### config.mk
export PLATFORM = sky130hd
export DESIGN_NAME = scale_mult_seq
export DESIGN_NICKNAME = d
export VERILOG_FILES = /design/src/rtl/scale_mult_seq.sv
export SDC_FILE = /design/constraint.sdc
export NUM_CORES = 1
export LEC_CHECK = 0
export BUFFER_PORTS_ARGS = -buffer_cell sky130_fd_sc_hd__buf_2
export CAP_MARGIN = 20
export CORE_MARGIN = 3
export CORE_UTILIZATION = 35
export CTS_CLUSTER_SIZE = 25
export DETAILED_ROUTE_END_ITERATION = 16
export GPL_ROUTABILITY_DRIVEN = 0
export SLEW_MARGIN = 20
export SYNTH_ARGS = -nofsm -noshare
export SYNTH_HDL_FRONTEND = slang
export SYNTH_SLANG_ARGS = --single-unit
### constraint.sdc
create_clock -name clk -period 5.9 [get_ports clk]
set_clock_uncertainty 0.2 [all_clocks]
set_input_delay 0.885 -clock clk [delete_from_list [all_inputs] [get_ports clk]]
set_output_delay 0.885 -clock clk [all_outputs]
set_load 0.05 [all_outputs]
### src/rtl/scale_mult_seq.sv
//------------------------------------------------------------------------------
// Module   : scale_mult_seq
// Purpose  : Sequential unsigned scaler, result = a * k. It uses an LSB-first
//            shift-and-add datapath with valid/ready handshakes on both sides,
//            and an optional saturating narrow output.
// Revision : 1.0 - initial release
//------------------------------------------------------------------------------
`default_nettype none

module scale_mult_seq #(
  parameter int DATA_W   = 4,
  parameter int FACTOR_W = 2,
  parameter int OUT_W    = 6
) (
  input  logic                clk,
  input  logic                rst_n,
  input  logic                in_valid,
  output logic                in_ready,
  input  logic [DATA_W-1:0]   in_a,
  input  logic [FACTOR_W-1:0] in_k,
  output logic                out_valid,
  input  logic                out_ready,
  output logic [OUT_W-1:0]    out_result,
  output logic                out_ovf
);

  // Full product width; the accumulator never needs more than this.
  localparam int P     = DATA_W + FACTOR_W;
  localparam int CNT_W = (FACTOR_W > 1) ? $clog2(FACTOR_W) : 1;
  localparam logic [CNT_W-1:0] CNT_LAST = CNT_W'(FACTOR_W - 1);

  typedef enum logic [1:0] {
    S_IDLE = 2'd0,
    S_BUSY = 2'd1,
    S_DONE = 2'd2
  } state_t;

  state_t                state_q;
  logic [DATA_W-1:0]     a_q;
  logic [FACTOR_W-1:0]   k_q;
  logic [P-1:0]          acc_q;
  logic [P-1:0]          acc_d;
  logic [CNT_W-1:0]      cnt_q;
  logic                  out_valid_q;
  logic [OUT_W-1:0]      out_result_q;
  logic                  out_ovf_q;
  logic [OUT_W-1:0]      result_d;
  logic                  ovf_d;

  // Next accumulator value: add the shifted operand when the current factor bit is set.
  always_comb begin
    acc_d = acc_q;
    if (k_q[cnt_q]) begin
      acc_d = acc_q + (P'(a_q) << cnt_q);
    end
  end

  // Output width adaptation of the final product (zero-extend or saturate).
  generate
    if (OUT_W >= P) begin : g_zext
      assign result_d = OUT_W'(acc_d);
      assign ovf_d    = 1'b0;
    end else begin : g_sat
      assign ovf_d    = |acc_d[P-1:OUT_W];
      assign result_d = ovf_d ? {OUT_W{1'b1}} : acc_d[OUT_W-1:0];
    end
  endgenerate

  // Control FSM and datapath registers; reset aborts any operation in flight.
  always_ff @(posedge clk) begin
    if (!rst_n) begin
      state_q      <= S_IDLE;
      a_q          <= '0;
      k_q          <= '0;
      acc_q        <= '0;
      cnt_q        <= '0;
      out_valid_q  <= 1'b0;
      out_result_q <= '0;
      out_ovf_q    <= 1'b0;
    end else begin
      case (state_q)
        S_IDLE: begin
          if (in_valid) begin
            a_q     <= in_a;
            k_q     <= in_k;
            acc_q   <= '0;
            cnt_q   <= '0;
            state_q <= S_BUSY;
          end
        end
        S_BUSY: begin
          acc_q <= acc_d;
          cnt_q <= cnt_q + CNT_W'(1);
          // Final factor bit: publish the result on this same edge.
          if (cnt_q == CNT_LAST) begin
            state_q      <= S_DONE;
            out_valid_q  <= 1'b1;
            out_result_q <= result_d;
            out_ovf_q    <= ovf_d;
          end
        end
        S_DONE: begin
          if (out_ready) begin
            out_valid_q <= 1'b0;
            state_q     <= S_IDLE;
          end
        end
        default: begin
          state_q <= S_IDLE;
        end
      endcase
    end
  end

  // Ready is gated by reset so upstream never sees a false accept window.
  assign in_ready   = rst_n && (state_q == S_IDLE);
  assign out_valid  = out_valid_q;
  assign out_result = out_result_q;
  assign out_ovf    = out_ovf_q;

endmodule

`default_nettype wire

==> report_table.html, run 1 <==
<table>
<tr><th>Metric</th><th>Value</th></tr>
<tr><th colspan="2">Floorplanning</th></tr>
<tr><td>Width of the die</td><td>around 65 um</td></tr>
<tr><td>Core footprint</td><td>about 3200 sq um</td></tr>
<tr><td>I/O pin count</td><td>19</td></tr>
<tr><td>Overall die area</td><td>approximately 4200 sq um</td></tr>
<tr><td>Floorplan row count</td><td>20</td></tr>
<tr><td>Die boundary height</td><td>65.1 um</td></tr>
<tr><td>Effective utilization at floorplan</td><td>0.382</td></tr>
<tr><th colspan="2">Clock network</th></tr>
<tr><td>Post-cts repair resize count</td><td>0</td></tr>
<tr><td>Total setup buffers inserted after CTS</td><td>0</td></tr>
<tr><td>CTS Sinks</td><td>22</td></tr>
<tr><td>Skew-Pair Late Insertion Delay</td><td>320 ps</td></tr>
<tr><td>CTS Hold Bufs</td><td>0</td></tr>
<tr><td>CTS tree</td><td>done</td></tr>
<tr><td>Total CTS buffers</td><td>3</td></tr>
<tr><td>Clock transition at the registers of the reported paths</td><td>~140 ps</td></tr>
<tr><td>Clock H-tree levels</td><td>1</td></tr>
<tr><td>Root Buffer Master</td><td>clkbuf_4</td></tr>
<tr><td>CTS max path bufs</td><td>2</td></tr>
<tr><th colspan="2">Worst setup path</th></tr>
<tr><td>Worst setup EP type</td><td>output pin</td></tr>
<tr><td>Critical path capture point</td><td>in_ready</td></tr>
<tr><td>Crit-path max cell delay</td><td>320 ps</td></tr>
<tr><td>Slack of the worst reg-to-reg path</td><td>about 3300 ps</td></tr>
<tr><td>Critical path peak fanout</td><td>24</td></tr>
<tr><td>Startpoint of the worst setup timing path</td><td>rst_n</td></tr>
<tr><td>Levels on crit path</td><td>3</td></tr>
<tr><td>Cell type group with the largest total delay on the critical path</td><td>buffers and inverters</td></tr>
<tr><td>Count of buffering cells on the critical path with inverters included</td><td>2</td></tr>
<tr><td>Reg2Reg Capture Point</td><td>acc_q[5]$_SDFFE_PN0P_</td></tr>
<tr><td>Startpoint kind of the worst setup timing path</td><td>input port</td></tr>
<tr><td>Most numerous cell on the critical path</td><td>buf_2</td></tr>
<tr><td>Path type of the worst setup path</td><td>input port to output pin</td></tr>
<tr><td>Worst reg2reg startpoint</td><td>cnt_q$_SDFFE_PN0P_</td></tr>
<tr><td>Critical path's slowest cell</td><td>buf_2</td></tr>
<tr><td>Critical-path cell list</td><td>buf_2 &gt; nor3b_1 &gt; buf_2</td></tr>
<tr><td>Crit path DAT</td><td>between 1500 and 2000 ps</td></tr>
<tr><td>WP data required</td><td>just under 5000 ps</td></tr>
<tr><td>Number of cells on the worst reg-to-reg path</td><td>6</td></tr>
<tr><th colspan="2">Logic synthesis</th></tr>
<tr><td>Cell type with the highest aggregate area in the netlist</td><td>dfxtp_1</td></tr>
<tr><td>Syn Std Cell Area</td><td>1220 sq um</td></tr>
<tr><td>Net Count, Synth</td><td>between 100 and 150</td></tr>
<tr><td>Ys Warns</td><td>0</td></tr>
<tr><td>Syn Inst Count</td><td>130</td></tr>
<tr><td>Register area share after synthesis</td><td>0.360</td></tr>
<tr><td>Avg Inst Size Synth</td><td>roughly 9.4 sq um</td></tr>
<tr><td>Most numerous cell types in the synthesized netlist</td><td>dfxtp_1 (22), nor2b_1 (15), mux2i_1 (10)</td></tr>
<tr><td>Cell with the most instances after synthesis</td><td>dfxtp_1</td></tr>
<tr><td>Number of enable-type register cells in the synthesized netlist</td><td>0</td></tr>
<tr><td>Count of unique library cells instantiated by Yosys</td><td>37</td></tr>
<tr><td>Portion of synthesized cell area occupied by the leading cell type</td><td>0.360</td></tr>
<tr><td>Ranking of synthesized cells by area</td><td>dfxtp_1 (36%), mux2i_1 (8.2%), nor2b_1 (7.7%)</td></tr>
<tr><td>Main synth FF type</td><td>dfxtp_1</td></tr>
<tr><td>Number of flip-flops and latches in the synthesized netlist</td><td>22</td></tr>
<tr><td>Post-synth ARST share</td><td>0</td></tr>
<tr><th colspan="2">Layout</th></tr>
<tr><td>Area of combinational cells with multiple inputs</td><td>between 700 and 800 sq um</td></tr>
<tr><td>Area used by sequential logic in the layout</td><td>around 440 sq um</td></tr>
<tr><td>Share of layout cells above drive strength 1</td><td>0.194</td></tr>
<tr><td>Number of nets in the layout</td><td>161</td></tr>
<tr><td>Area Growth Syn to Fin</td><td>12.1%</td></tr>
<tr><td>Filler cell count in the final layout</td><td>roughly 340</td></tr>
<tr><td>Final core utilization</td><td>0.428</td></tr>
<tr><td># diodes</td><td>0</td></tr>
<tr><th colspan="2">Routing</th></tr>
<tr><td>Detailed-route via count</td><td>between 900 and 1000</td></tr>
<tr><td>Drc violations</td><td>0</td></tr>
<tr><td>Number of antenna-violating nets in the routed design</td><td>0</td></tr>
<tr><td>Detailed-route vias per instance</td><td>between 5 and 6</td></tr>
<tr><td>Number of detailed-route iterations in the first pass</td><td>4</td></tr>
<tr><td>Post-detailed-route wirelength per cell</td><td>about 12 um</td></tr>
<tr><td>Drt initial violations</td><td>26</td></tr>
<tr><td>Routed wire length</td><td>around 2300 um</td></tr>
<tr><th colspan="2">Global route</th></tr>
<tr><td>Number of global-route vias before repair</td><td>approximately 900</td></tr>
<tr><td>Antenna violations before repair</td><td>0</td></tr>
<tr><td>First-pass GRT wire length</td><td>between 4000 and 5000 um</td></tr>
<tr><td>Total congestion overflow after global routing</td><td>0</td></tr>
<tr><td>Total global-route track usage</td><td>0.124</td></tr>
<tr><td>Largest net degree at the start of global routing</td><td>25</td></tr>
<tr><th colspan="2">Timing</th></tr>
<tr><td>Max transition margin</td><td>0.524</td></tr>
<tr><td>Slew at the pin closest to its max-slew limit</td><td>slightly above 700 ps</td></tr>
<tr><td>Fin Setup TNS</td><td>0 ps</td></tr>
<tr><td>Achievable frequency</td><td>between 300 and 400 MHz</td></tr>
<tr><td>Final period util</td><td>0.479</td></tr>
<tr><td>Final number of max-transition violations</td><td>0</td></tr>
<tr><td>Setup-failing EPs final</td><td>0</td></tr>
<tr><td>Number of hold violations in the final report</td><td>0</td></tr>
<tr><td>Setup slack after layout</td><td>roughly 3000 ps</td></tr>
<tr><td>Unrepaired setup endpoints after global routing</td><td>false</td></tr>
<tr><td>Post-layout minimum cycle time</td><td>between 2000 and 3000 ps</td></tr>
<tr><th colspan="2">Power and ir drop</th></tr>
<tr><td>Maximum VDD drop</td><td>~0.16 mV</td></tr>
<tr><td>Psw</td><td>approximately 0.090 mW</td></tr>
<tr><td>Proportion of total power due to net switching</td><td>0.269</td></tr>
<tr><td>Pwr/cell area</td><td>approximately 240 nW/um^2</td></tr>
<tr><td>Total leakage power</td><td>0.646 nW</td></tr>
<tr><td>Fraction of power consumed by combinational cells</td><td>0.165</td></tr>
<tr><td>Total internal power</td><td>0.246 mW</td></tr>
<tr><td>Clock Power Share</td><td>0.353</td></tr>
<tr><td>Register share of total power</td><td>0.482</td></tr>
<tr><th colspan="2">Outcome</th></tr>
<tr><td>Run status</td><td>completed</td></tr>
<tr><th colspan="2">Run</th></tr>
<tr><td>Max-cap check violation count</td><td>0</td></tr>
<tr><th colspan="2">Placement</th></tr>
<tr><td>Worst Setup Slack post-DPL</td><td>just over 3000 ps</td></tr>
<tr><td>Placed wire-length estimate</td><td>around 1700 um</td></tr>
<tr><td>Port-buffer cells</td><td>17</td></tr>
<tr><th colspan="2">Worst hold path</th></tr>
<tr><td>Classification of the worst-slack hold path</td><td>flip-flop to flip-flop</td></tr>
</table>
[sequential cells by signal (all words and copies together) (netlist names)]
signal / cells
acc_q: 6
out_valid: 1
cnt_q: 1
state_q: 2
a_q: 4
out_result: 6
k_q: 2
[worst register-to-register path: stages, from the launching register on]
cell and delay [ps]:
dfxtp_1 610, mux2_2 400, ha_1 360, a211o_1 320, a31oi_1 310, nor4b_1 110, o31a_1 250
[layer usage]
metal,vias to the layer above,global-route usage,share of wire
met4,0,0.0389,0.012
met5,-,0,0
li1,486,-,-
met2,21,0.207,0.46
met1,456,0.152,0.47
met3,5,0.0376,0.059
[power by group through the flow]
stage                     clock network [mW]  registers, mW  logic, mW
after floorplan                            0          0.168     0.0421
after global placement                     0          0.165     0.0552
after detailed placement                   0          0.165     0.0559
after CTS                              0.121          0.162     0.0562
after global routing                   0.126          0.163     0.0617
final                                  0.119          0.162     0.0555
[how the worst min path moves through the flow]
| stage | start | to | cells after the start |
|---|---|---|---|
| after floorplan | acc_q[3]$_SDFFE_PN0P_ | acc_q[3]$_SDFFE_PN0P_ | 2 |
| after global placement | out_result[2]$_SDFFE_PN0P_ | out_result[2]$_SDFFE_PN0P_ | 2 |
| after detailed placement | out_result[2]$_SDFFE_PN0P_ | out_result[2]$_SDFFE_PN0P_ | 2 |
| after CTS | out_result[2]$_SDFFE_PN0P_ | out_result[2]$_SDFFE_PN0P_ | 2 |
| after global routing | out_result[2]$_SDFFE_PN0P_ | out_result[2]$_SDFFE_PN0P_ | 2 |
| final | out_result[2]$_SDFFE_PN0P_ | out_result[2]$_SDFFE_PN0P_ | 2 |
[logic make-up (layout without fill, tap and decap cells)]
kind of cell,Yosys count,count (layout),share of synthesized area
and+or+nand+nor,42,42,0.194
xor gates and xnor gates,3,3,0.0215
other,1,1,0.00306
buffers and inverters,10,24,0.0491
muxes,15,15,0.137
adders and majority gates,6,6,0.0675
DFF,22,22,0.360
AOI/OAI and AO/OA,31,31,0.168
[placed cells by master (no fill, tap or decap), types with 4 or more instances in the layout]
cell and instances:
a21oi_1 6, buf_2 17, dfxtp_1 22, ha_1 5, mux2_2 4, mux2i_1 10
nand2_1 6, nor2_1 8, nor2b_1 15, o21ai_0 8
[area by class of cell]
type,instances,area share
multi-input combinational,98,0.527
sequential,22,0.321
timing repair buffer,18,0.0675
tap,44,0.0401
clock inverter,1,0.0219
clock buffer,3,0.0164
inverter,2,0.00547
[stage by stage]
step | total power, mW | instances | area, sq um | hold slack, ps
finish | 0.336 | 188 | 1370 | 299
global route | 0.351 | 188 | 1370 | 340
CTS | 0.340 | 188 | 1370 | 300
detailed placement | 0.221 | 184 | 1320 | 281
global placement | 0.220 | 184 | 1320 | 272
floorplan | 0.210 | 130 | 1220 | 267
No activity file was read; power rests on OpenSTA's default activity.
==> run 2: changes to the inputs <==
Clock period 5.9 ns to 2.7 ns, I/O delays scaled along.
==> run 2 against run 1 <==
  * Combinational power is 130% higher
  * Clock power increased by 57%
  * Count of clock-buffer cells in the layout increased by 1
  * Hold slack worse by 150 ps
  * Die area stayed put
  * Design area about the same
  * Flip-flop and latch count stayed put
  * Sequential share of layout area about the same
  * Non-clock buffer count grew 2
  * Critical path type is now flip-flop to flip-flop
  * Critical endpoint is now out_result[5]$_SDFFE_PN0P_
  * Largest power group unchanged
  * Highest routed layer unchanged
==> report_table.html, run 2 (synthesized netlist as in run 1, its figures left out) <==
<table>
<tr><th>Metric</th><th>Value</th></tr>
<tr><th colspan="2">Outcome</th></tr>
<tr><td>Run status</td><td>completed</td></tr>
<tr><th colspan="2">Worst setup path</th></tr>
<tr><td>Slack of the worst reg-to-reg path</td><td>between 200 and 300 ps</td></tr>
<tr><td>WP data required</td><td>2760 ps</td></tr>
<tr><td>Critical path's slowest cell</td><td>dfxtp_1</td></tr>
<tr><td>Crit path DAT</td><td>2490 ps</td></tr>
<tr><td>Path type of the worst setup path</td><td>flip-flop to flip-flop</td></tr>
<tr><td>Crit-path max cell delay</td><td>460 ps</td></tr>
<tr><td>Cell type group with the largest total delay on the critical path</td><td>compound AO/OA/AOI/OAI gates</td></tr>
<tr><td>Critical path peak fanout</td><td>6</td></tr>
<tr><td>Count of buffering cells on the critical path with inverters included</td><td>0</td></tr>
<tr><td>Startpoint kind of the worst setup timing path</td><td>flip-flop</td></tr>
<tr><td>Worst reg2reg startpoint</td><td>cnt_q$_SDFFE_PN0P_</td></tr>
<tr><td>Critical-path cell list</td><td>mux2_2 &gt; ha_1 &gt; a211o_1 &gt; a31oi_1 &gt; and4b_1 &gt; nor3_2</td></tr>
<tr><td>Worst setup EP type</td><td>flip-flop</td></tr>
<tr><td>Number of cells on the worst reg-to-reg path</td><td>6</td></tr>
<tr><td>Reg2Reg Capture Point</td><td>out_result[5]$_SDFFE_PN0P_</td></tr>
<tr><th colspan="2">Routing</th></tr>
<tr><td>Detailed-route via count</td><td>about 1000</td></tr>
<tr><td>Number of antenna-violating nets in the routed design</td><td>0</td></tr>
<tr><td>Routed wire length</td><td>2480 um</td></tr>
<tr><td>Drt initial violations</td><td>38</td></tr>
<tr><td>Drc violations</td><td>0</td></tr>
<tr><td>Post-detailed-route wirelength per cell</td><td>13.0 um</td></tr>
<tr><td>Detailed-route vias per instance</td><td>5.15</td></tr>
<tr><td>Number of detailed-route iterations in the first pass</td><td>4</td></tr>
<tr><th colspan="2">Clock network</th></tr>
<tr><td>Root Buffer Master</td><td>clkbuf_4</td></tr>
<tr><td>Total CTS buffers</td><td>3</td></tr>
<tr><td>CTS max path bufs</td><td>2</td></tr>
<tr><td>Clock transition at the registers of the reported paths</td><td>roughly 130 ps</td></tr>
<tr><td>CTS Sinks</td><td>22</td></tr>
<tr><td>CTS Hold Bufs</td><td>0</td></tr>
<tr><td>Total setup buffers inserted after CTS</td><td>0</td></tr>
<tr><td>CTS tree</td><td>done</td></tr>
<tr><td>Clock H-tree levels</td><td>1</td></tr>
<tr><td>Skew-Pair Late Insertion Delay</td><td>just over 300 ps</td></tr>
<tr><td>Post-cts repair resize count</td><td>0</td></tr>
<tr><th colspan="2">Global route</th></tr>
<tr><td>Number of global-route vias before repair</td><td>901</td></tr>
<tr><td>Antenna violations before repair</td><td>0</td></tr>
<tr><td>Met2 track demand over resource</td><td>0.209</td></tr>
<tr><td>Most congested layer reported by global routing</td><td>met2</td></tr>
<tr><td>First-pass GRT wire length</td><td>~4300 um</td></tr>
<tr><td>Total global-route track usage</td><td>0.128</td></tr>
<tr><td>Largest net degree at the start of global routing</td><td>25</td></tr>
<tr><td>Met3 layer usage reported by global route</td><td>0.0393</td></tr>
<tr><td>Met1 global-route usage</td><td>0.166</td></tr>
<tr><td>Total congestion overflow after global routing</td><td>0</td></tr>
<tr><th colspan="2">Timing</th></tr>
<tr><td>Number of hold violations in the final report</td><td>0</td></tr>
<tr><td>Final number of max-transition violations</td><td>0</td></tr>
<tr><td>Setup-failing EPs final</td><td>0</td></tr>
<tr><td>Final period util</td><td>0.900</td></tr>
<tr><td>Achievable frequency</td><td>around 410 MHz</td></tr>
<tr><td>Unrepaired setup endpoints after global routing</td><td>false</td></tr>
<tr><td>Fin Setup TNS</td><td>0 ps</td></tr>
<tr><td>Max transition margin</td><td>0.669</td></tr>
<tr><td>Post-layout minimum cycle time</td><td>approximately 2400 ps</td></tr>
<tr><td>Fin Hold WS</td><td>144 ps</td></tr>
<tr><td>Slew at the pin closest to its max-slew limit</td><td>roughly 500 ps</td></tr>
<tr><th colspan="2">Power and ir drop</th></tr>
<tr><td>Pwr/cell area</td><td>slightly below 500 nW/um^2</td></tr>
<tr><td>Total leakage power</td><td>between 0.6 and 0.7 nW</td></tr>
<tr><td>Maximum VDD drop</td><td>around 0.28 mV</td></tr>
<tr><td>PnR Total Power</td><td>~0.67 mW</td></tr>
<tr><th colspan="2">Run</th></tr>
<tr><td>Max-cap check violation count</td><td>0</td></tr>
<tr><th colspan="2">Floorplanning</th></tr>
<tr><td>Overall die area</td><td>approximately 4200 sq um</td></tr>
<tr><td>Die boundary height</td><td>roughly 65 um</td></tr>
<tr><td>Floorplan row count</td><td>20</td></tr>
<tr><td>I/O pin count</td><td>19</td></tr>
<tr><td>Width of the die</td><td>roughly 65 um</td></tr>
<tr><td>Effective utilization at floorplan</td><td>0.382</td></tr>
<tr><td>Core footprint</td><td>3200 sq um</td></tr>
<tr><th colspan="2">Worst hold path</th></tr>
<tr><td>Hold endpoint</td><td>k_q[1]$_SDFFE_PN0P_</td></tr>
<tr><td>Classification of the worst-slack hold path</td><td>input port to flip-flop</td></tr>
<tr><td>Hold Crit Depth</td><td>3</td></tr>
<tr><td>Critical hold path startpoint</td><td>in_k[1]</td></tr>
<tr><th colspan="2">Layout</th></tr>
<tr><td># diodes</td><td>0</td></tr>
<tr><td>Filler cell count in the final layout</td><td>between 300 and 400</td></tr>
<tr><td>Leading cell types in the layout, fill and taps excluded</td><td>dfxtp_1 (22), buf_2 (17), nor2b_1 (15)</td></tr>
<tr><td>Most frequent standard cell in the layout excluding fill and tap cells</td><td>dfxtp_1</td></tr>
<tr><td>Share of layout cells above drive strength 1</td><td>0.205</td></tr>
<tr><td>Number of nets in the layout</td><td>about 160</td></tr>
<tr><td>Area Growth Syn to Fin</td><td>12.0%</td></tr>
<tr><th colspan="2">Placement</th></tr>
<tr><td>Placed wire-length estimate</td><td>1820 um</td></tr>
<tr><td>Port-buffer cells</td><td>17</td></tr>
</table>
-- run 2: per-stage QoR --
stage          instances   util  instance area (sq um)  setup slack [ps]
5_1_grt              190  0.428                   1370               148
3_3_place_gp         186  0.416                   1330               398
2_1_floorplan        130      -                   1220               443
4_1_cts              190  0.428                   1370               267
6_report             190  0.428                   1370               269
3_5_place_dp         186  0.416                   1330               297
-- run 2: where the power goes --
| group | internal [mW] | total, mW | switching, mW |
|---|---|---|---|
| Clock | 0.0824 | 0.187 | 0.105 |
| Combinational | 0.0496 | 0.127 | 0.0774 |
| Sequential | 0.339 | 0.351 | 0.0127 |
| Total | 0.471 | 0.666 | 0.195 |
-- run 2: layout make-up --
cell class	count	area [sq um]	share of cell area
Tap cell	44	55.1	0.0402
Clock buffer	4	36.3	0.0265
Inverter	2	7.51	0.00548
Multi-Input combinational cell	98	723	0.528
Timing Repair Buffer	20	108	0.0785
Sequential cell	22	440	0.321
-- run 2: routing by layer --
layer  vias up  part of all wire
li1        487                 -
met5         -                 0
met1       469              0.46
met3         2             0.051
met4         0            0.0093
met2        21              0.48
-- run 2: worst register-to-register path, cell delays in order, from the launching register on --
cell and delay, ps:
dfxtp_1 460, mux2_2 370, ha_1 360, a211o_1 310, a31oi_1 290, and4b_1 250, nor3_2 140
-- run 2: worst max-delay path by stage --
stage / startpoint / endpoint / depth (start not counted)
floorplan: cnt_q$_SDFFE_PN0P_ / out_result[5]$_SDFFE_PN0P_ / 7
global placement: cnt_q$_SDFFE_PN0P_ / out_result[5]$_SDFFE_PN0P_ / 6
detailed placement: cnt_q$_SDFFE_PN0P_ / out_result[5]$_SDFFE_PN0P_ / 6
CTS: cnt_q$_SDFFE_PN0P_ / out_result[5]$_SDFFE_PN0P_ / 6
global route: cnt_q$_SDFFE_PN0P_ / out_result[5]$_SDFFE_PN0P_ / 6
finish: cnt_q$_SDFFE_PN0P_ / out_result[5]$_SDFFE_PN0P_ / 6
